File: config.mk
export PLATFORM = sky130hd
export DESIGN_NAME = instr_encoder_loader
export DESIGN_NICKNAME = d
export VERILOG_FILES = /design/src/rtl/instr_encoder_loader_pkg.sv /design/src/rtl/instr_encoder_loader_core.sv /design/src/rtl/instr_encoder_loader.sv
export SDC_FILE = /design/constraint.sdc
export NUM_CORES = 1
export LEC_CHECK = 0
export CAP_MARGIN = 20
export CORE_AREA = 2 2 83 105
export CTS_BUF_LIST = sky130_fd_sc_hd__clkbuf_4 sky130_fd_sc_hd__clkbuf_8 sky130_fd_sc_hd__clkbuf_16
export CTS_CLUSTER_DIAMETER = 50
export DETAILED_ROUTE_END_ITERATION = 10
export DIE_AREA = 0 0 85 107
export PLACE_DENSITY = 0.87
export SETUP_SLACK_MARGIN = 0.5
export SYNTH_ARGS = -nofsm -noshare
export SYNTH_HDL_FRONTEND = slang
export SYNTH_HIERARCHICAL = 1
export SYNTH_SLANG_ARGS = --single-unit
File: constraint.sdc
create_clock -name clk -period 1.9 [get_ports clk]
set_input_delay 0.57 -clock clk [delete_from_list [all_inputs] [get_ports clk]]
set_output_delay 0.57 -clock clk [all_outputs]
set_load 0.02 [all_outputs]
File: src/rtl/instr_encoder_loader_pkg.sv
`default_nettype none
// ----------------------------------------------------------------------------
// riscv_pkg: RV32I opcodes, encoder request kinds and immediate range helper.
// Rev 1.0
// ----------------------------------------------------------------------------
package riscv_pkg;

  localparam logic [6:0]  OP_LW  = 7'b0000011;
  localparam logic [6:0]  OP_SW  = 7'b0100011;
  localparam logic [6:0]  OP_R   = 7'b0110011;
  localparam logic [6:0]  OP_BEQ = 7'b1100011;
  localparam logic [6:0]  OP_I   = 7'b0010011;
  localparam logic [6:0]  OP_JAL = 7'b1101111;
  localparam logic [31:0] NOP    = 32'h0000_0013;

  typedef enum logic [2:0] {
    KIND_LW    = 3'd0,
    KIND_SW    = 3'd1,
    KIND_RTYPE = 3'd2,
    KIND_BEQ   = 3'd3,
    KIND_ITYPE = 3'd4,
    KIND_JAL   = 3'd5
  } enc_kind_t;

  // True when imm is representable as a signed value of the given bit width.
  function automatic logic imm_fits(input logic [31:0] imm, input int bits);
    logic signed [31:0] s;
    logic signed [31:0] lim;
    s   = $signed(imm);
    lim = 32'sd1 <<< (bits - 1);
    return (s >= -lim) && (s < lim);
  endfunction

endpackage
`default_nettype wire

File: src/rtl/instr_encoder_loader_core.sv
`default_nettype none
// ----------------------------------------------------------------------------
// instr_encode_core: combinational field-to-RV32I packer with range check.
// Rev 1.0
// ----------------------------------------------------------------------------
module instr_encode_core
  import riscv_pkg::*;
(
  input  logic [2:0]  kind,
  input  logic [4:0]  rd,
  input  logic [4:0]  rs1,
  input  logic [4:0]  rs2,
  input  logic [2:0]  funct3,
  input  logic        funct7b5,
  input  logic [31:0] imm,
  output logic [31:0] word,
  output logic        imm_ok
);

  always_comb begin
    word   = NOP;
    imm_ok = 1'b0;
    case (kind)
      KIND_LW: begin
        imm_ok = imm_fits(imm, 12);
        word   = {imm[11:0], rs1, 3'b010, rd, OP_LW};
      end
      KIND_SW: begin
        imm_ok = imm_fits(imm, 12);
        word   = {imm[11:5], rs2, rs1, 3'b010, imm[4:0], OP_SW};
      end
      KIND_RTYPE: begin
        imm_ok = 1'b1;
        word   = {1'b0, funct7b5, 5'b00000, rs2, rs1, funct3, rd, OP_R};
      end
      KIND_BEQ: begin
        imm_ok = imm_fits(imm, 13) && !imm[0];
        word   = {imm[12], imm[10:5], rs2, rs1, 3'b000, imm[4:1], imm[11], OP_BEQ};
      end
      KIND_ITYPE: begin
        imm_ok = imm_fits(imm, 12);
        word   = {imm[11:0], rs1, funct3, rd, OP_I};
      end
      KIND_JAL: begin
        imm_ok = imm_fits(imm, 21) && !imm[0];
        word   = {imm[20], imm[10:1], imm[11], imm[19:12], rd, OP_JAL};
      end
      default: ;
    endcase
    // Out-of-range immediates and unknown kinds both occupy their slot as a NOP.
    if (!imm_ok) word = NOP;
  end

endmodule
`default_nettype wire

File: src/rtl/instr_encoder_loader.sv
`default_nettype none
// ----------------------------------------------------------------------------
// instr_encoder_loader: streams encoded RV32I words into imem from a base addr.
// Rev 1.0
// ----------------------------------------------------------------------------
module instr_encoder_loader
  import riscv_pkg::*;
#(
  parameter int ADDR_W = 8
) (
  input  logic              clk,
  input  logic              reset_n,
  input  logic              start,
  input  logic              abort,
  input  logic [ADDR_W-1:0] base_addr,
  input  logic              req_valid,
  output logic              req_ready,
  input  logic              req_last,
  input  logic [2:0]        req_kind,
  input  logic [4:0]        req_rd,
  input  logic [4:0]        req_rs1,
  input  logic [4:0]        req_rs2,
  input  logic [2:0]        req_funct3,
  input  logic              req_funct7b5,
  input  logic [31:0]       req_imm,
  output logic              imem_we,
  output logic [ADDR_W-1:0] imem_addr,
  output logic [31:0]       imem_wdata,
  output logic              busy,
  output logic              done,
  output logic              overflow,
  output logic              imm_err,
  output logic [ADDR_W:0]   word_count
);

  typedef enum logic [1:0] {
    ST_IDLE  = 2'd0,
    ST_LOAD  = 2'd1,
    ST_DRAIN = 2'd2,
    ST_DONE  = 2'd3
  } state_t;

  localparam logic [ADDR_W-1:0] ADDR_MAX = '1;
  localparam logic [ADDR_W-1:0] ADDR_ONE = {{(ADDR_W-1){1'b0}}, 1'b1};
  localparam logic [ADDR_W:0]   CNT_ONE  = {{ADDR_W{1'b0}}, 1'b1};

  state_t            r_state;
  logic [ADDR_W-1:0] r_next_addr;
  logic              r_addr_end;
  logic [31:0]       w_word;
  logic              w_imm_ok;
  logic              w_accept;

  instr_encode_core u_core (
    .kind     (req_kind),
    .rd       (req_rd),
    .rs1      (req_rs1),
    .rs2      (req_rs2),
    .funct3   (req_funct3),
    .funct7b5 (req_funct7b5),
    .imm      (req_imm),
    .word     (w_word),
    .imm_ok   (w_imm_ok)
  );

  assign req_ready = (r_state == ST_LOAD) && !r_addr_end;
  assign busy      = (r_state != ST_IDLE);
  assign w_accept  = req_valid && req_ready;

  always_ff @(posedge clk or negedge reset_n) begin
    if (!reset_n) begin
      r_state     <= ST_IDLE;
      r_next_addr <= '0;
      r_addr_end  <= 1'b0;
      imem_we     <= 1'b0;
      imem_addr   <= '0;
      imem_wdata  <= '0;
      done        <= 1'b0;
      overflow    <= 1'b0;
      imm_err     <= 1'b0;
      word_count  <= '0;
    end else begin
      imem_we <= 1'b0;
      done    <= 1'b0;
      if (abort) begin
        r_state <= ST_IDLE;
      end else begin
        case (r_state)
          ST_IDLE: begin
            if (start) begin
              r_state     <= ST_LOAD;
              r_next_addr <= base_addr;
              r_addr_end  <= 1'b0;
              overflow    <= 1'b0;
              imm_err     <= 1'b0;
              word_count  <= '0;
            end
          end
          ST_LOAD: begin
            if (w_accept) begin
              imem_we    <= 1'b1;
              imem_addr  <= r_next_addr;
              imem_wdata <= w_word;
              word_count <= word_count + CNT_ONE;
              if (!w_imm_ok) imm_err <= 1'b1;
              // The top address is terminal: the pointer is frozen rather than wrapped.
              if (r_next_addr == ADDR_MAX) begin
                r_addr_end <= 1'b1;
                overflow   <= 1'b1;
                r_state    <= ST_DRAIN;
              end else begin
                r_next_addr <= r_next_addr + ADDR_ONE;
                if (req_last) r_state <= ST_DRAIN;
              end
            end
          end
          ST_DRAIN: begin
            r_state <= ST_DONE;
            done    <= 1'b1;
          end
          ST_DONE: r_state <= ST_IDLE;
          default: r_state <= ST_IDLE;
        endcase
      end
    end
  end

endmodule
`default_nettype wire

==> results.md <==
- Worst Hold Class: input pin to asynchronous set/reset pin
- Sw Share: 38.3%
- Worst EP required: 2150 ps
- Clock transition at the registers of the reported paths: 90 ps
- Sequential share of power: 25.7%
- Num CTS Buffers: 9
- Antenna diode count: 0
- RSZ-0062 raised after global routing: true
- Die width: 85 µm
- Final hold violation count: 0
- Initial DRC Count: 252
- Final Max Slew Viols: 0
- Routed WL: 16.6 mm
- CP max-delay cell: dfrtp_1
- Avg WL per Cell: 23.6 µm
- Yosys reg bits: 63
- Hold-fix buffer count after cts: 0
- Root buffer cell: clkbuf_8
- R2R depth: 11
- Peak VDD IR: 909 µV
- Cells after synthesis: 345
- Final Skew: 10.0 ps
- Crit path cell chain: buf_6, ha_4, clkinv_4, buf_8, buf_4, buf_8, buf_8, buf_4, nor3_1, a21oi_1, o22a_1
- Post-synth EDFFs: 0
- Largest net degree at the start of global routing: 64
- Cell Pwr Density: 1170 mW/mm²
- Crit end category: register
- Clock power share: 16.6%
- Total of max-cap violations: 0
- CP top delay family: buffers and inverters
- CTS tree: done
- Worst Path Arrival: 2310 ps
- I/O pins: 123
- Final Cell Area: 0.00712 mm²
- First-pass GRT wire length: 21.7 mm
- Crit start category: register
- Fin worst setup slack: -162 ps
- CTS H-tree depth: 3
- Max incr delay on CP: 400 ps
- Maximum root-to-sink buffer count: 2
- Worst-Margin Slew: 539 ps
- Maximum fanout along the worst path: 5
- Critical Path Source: r_state[0]
- FF-to-FF End: r_next_addr[6]
- Post-DP Area: 0.00545 mm²
- Critical R2R Launch: r_state[0]
- P_int: 5.13 mW
- Max Fclk: 485 MHz
- Final Cycle Share: 109%
- Area Growth Syn to Fin: 95.7%
- Initial Utilization: 44.9%
- Critical Path End: r_next_addr[6]
- Total GRT Usage: 30.6%
- Post-route ant nets: 0
- Initial antenna violation count: 0
- Buf/Inv on CP: 7
- Remaining DRCs: 0
- Post-synth cell types: 65
- Final net count: 676
- Total gr overflow: 0
- Vias/cell: 6.11
- Core area: 0.00810 mm²
- CTS sink cnt: 63
- Failing checks: negative setup slack
- Critical Path Stages: 11
- Top FF cell, synth: dfrtp_1
- Comb power frac: 57.7%
- Cell mode on critical path: buf_8
- Final core occ: 87.9%
- Setup violations, final: 39
- Min Tclk post-route: 2060 ps
- Vias in the first global route: 4344
- Ys Warns: 6
- HPWL Detailed: 7.88 mm
- P_leak: 3.26 nW
- Die Footprint: 0.00910 mm²
- Avg Cell Area, Syn: 10.5 µm²
- Via count: 4306
- Flop2flop setup slack: -160 ps
- FP Rows: 37
- First-pass iteration count of the detailed router: 5
- Status: finished, violations left
- Cell Area, Synth: 0.00364 mm²
- Worst-Skew Late Latency: 350 ps
- P_sw: 3.18 mW
- Die Span Y: 107 µm
- Routability cong.: 0.847
- FFs w/ async S/R, synth: 100%
- Headroom to the max-slew limit: 64.0%
- Crit Path Class: register to register
- Layout cells sized above 1: 60.2%
- Sequential fraction of the synthesis area: 43.3%
- Buffers on Ports: 122
## per-layer routing
metal | global-route usage, % | part of all wire [%] | up-vias
met3 | 5.54 | 6.9 | 83
met4 | 14.1 | 5.5 | 0
met1 | 32.9 | 34 | 2091
met2 | 57.1 | 54 | 325
li1 | - | - | 1807
met5 | 0 | 0 | -
## state kept, by name, summed over array words and instances (netlist names)
signal and cells:
done 1, imem_addr 8, imem_wdata 32, imem_we 1, imm_err 1, r_addr_end 1, r_next_addr 8, r_state 2
word_count 9
## cell usage in the layout, fill, tap and decap left out, types with 10 or more instances in the layout
master,Yosys,layout
a22o_1,16,16
and2_4,1,10
buf_2,6,15
buf_4,7,97
buf_6,4,87
clkdlybuf4s50_1,0,39
dfrtp_1,63,61
mux2_4,0,37
nand2_1,26,22
nor2_1,20,18
## cells in the mapped netlist (6+ instances only)
cell      instances  share of area (%)
dfrtp_1          63                 43
nand3_1           7               0.96
nor4_1            8                1.4
o21ai_0           6               0.83
buf_4             7                1.4
nand2_1          26                2.7
a21oi_1          16                2.2
and2_1           10                1.7
nor2b_1           9                1.5
nand4_1           8                1.4
nor2_1           20                2.1
nand2b_1          6                1.0
a22o_1           16                3.9
mux2_2           39                 12
buf_2             6               0.83
## worst reg2reg max path: cells and delay by family (launching register included)
| kind | cells | cell delay (ps) |
|---|---|---|
| flip-flops | 1 | 400 |
| adder cells (fa/ha/maj) | 1 | 140 |
| buffers and inverters | 7 | 830 |
| AND/OR/NAND/NOR | 1 | 250 |
| AO/OA/AOI/OAI | 2 | 320 |
## power by group through the flow
| stage | combinational (mW) | sequential, mW | clock [mW] |
|---|---|---|---|
| 2_1_floorplan | 1.36 | 2.37 | 0 |
| 3_3_place_gp | 2.89 | 2.05 | 0 |
| 3_5_place_dp | 2.99 | 2.07 | 0 |
| 4_1_cts | 3.96 | 2.08 | 1.36 |
| 5_1_grt | 4.97 | 2.15 | 1.44 |
| 6_report | 4.79 | 2.14 | 1.38 |
## what timing repair did
| item | CTS | global route |
|---|---|---|
| buffers inserted | 52 | 35 |
| resized for setup | 525 | 57 |
| endpoints found under the hold margin | 0 | 0 |
| setup endpoints to repair | 117 | 117 |
| pin swaps | 51 | 27 |
| gates cloned | 5 | 0 |
## area by class of cell
type,instances,area (µm²)
clock buffer,9,124
tap,97,121
fill,351,981
multi-input combinational,257,2510
timing repair buffer,265,2640
inverter,7,38.8
clock inverter,7,101
sequential,63,1580
## kinds of logic after synthesis
kind of cell	count (synthesis)	share of synthesized area, %
adders and majority gates	5	1.72
muxes	46	14.1
and+or+nand+nor	121	18.6
other	1	0.103
DFF	63	43.3
AOI/OAI and AO/OA	82	17.6
buffers and inverters	27	4.54
## stage by stage
step	setup slack, ps	instances	power, mW	TNS, ps	hold WS, ps
after CTS	5.89	670	7.40	0	225
after detailed placement	-862	597	5.06	-29690	483
after global placement	-736	597	4.94	-26090	473
after floorplan	-155	346	3.74	-2560	274
after global routing	-205	705	8.56	-5030	222
final	-162	705	8.31	-2230	201
## worst min path at each step
stage                           endpoint  slack, ps  depth (start not counted)
after floorplan                     done        270                          0
after CTS                  word_count[8]        220                          2
after global placement    imem_wdata[14]        470                          1
after detailed placement  imem_wdata[14]        480                          1
final                      word_count[1]        200                          2
after global routing       word_count[0]        220                          2
(Power assumes the default switching activity.)
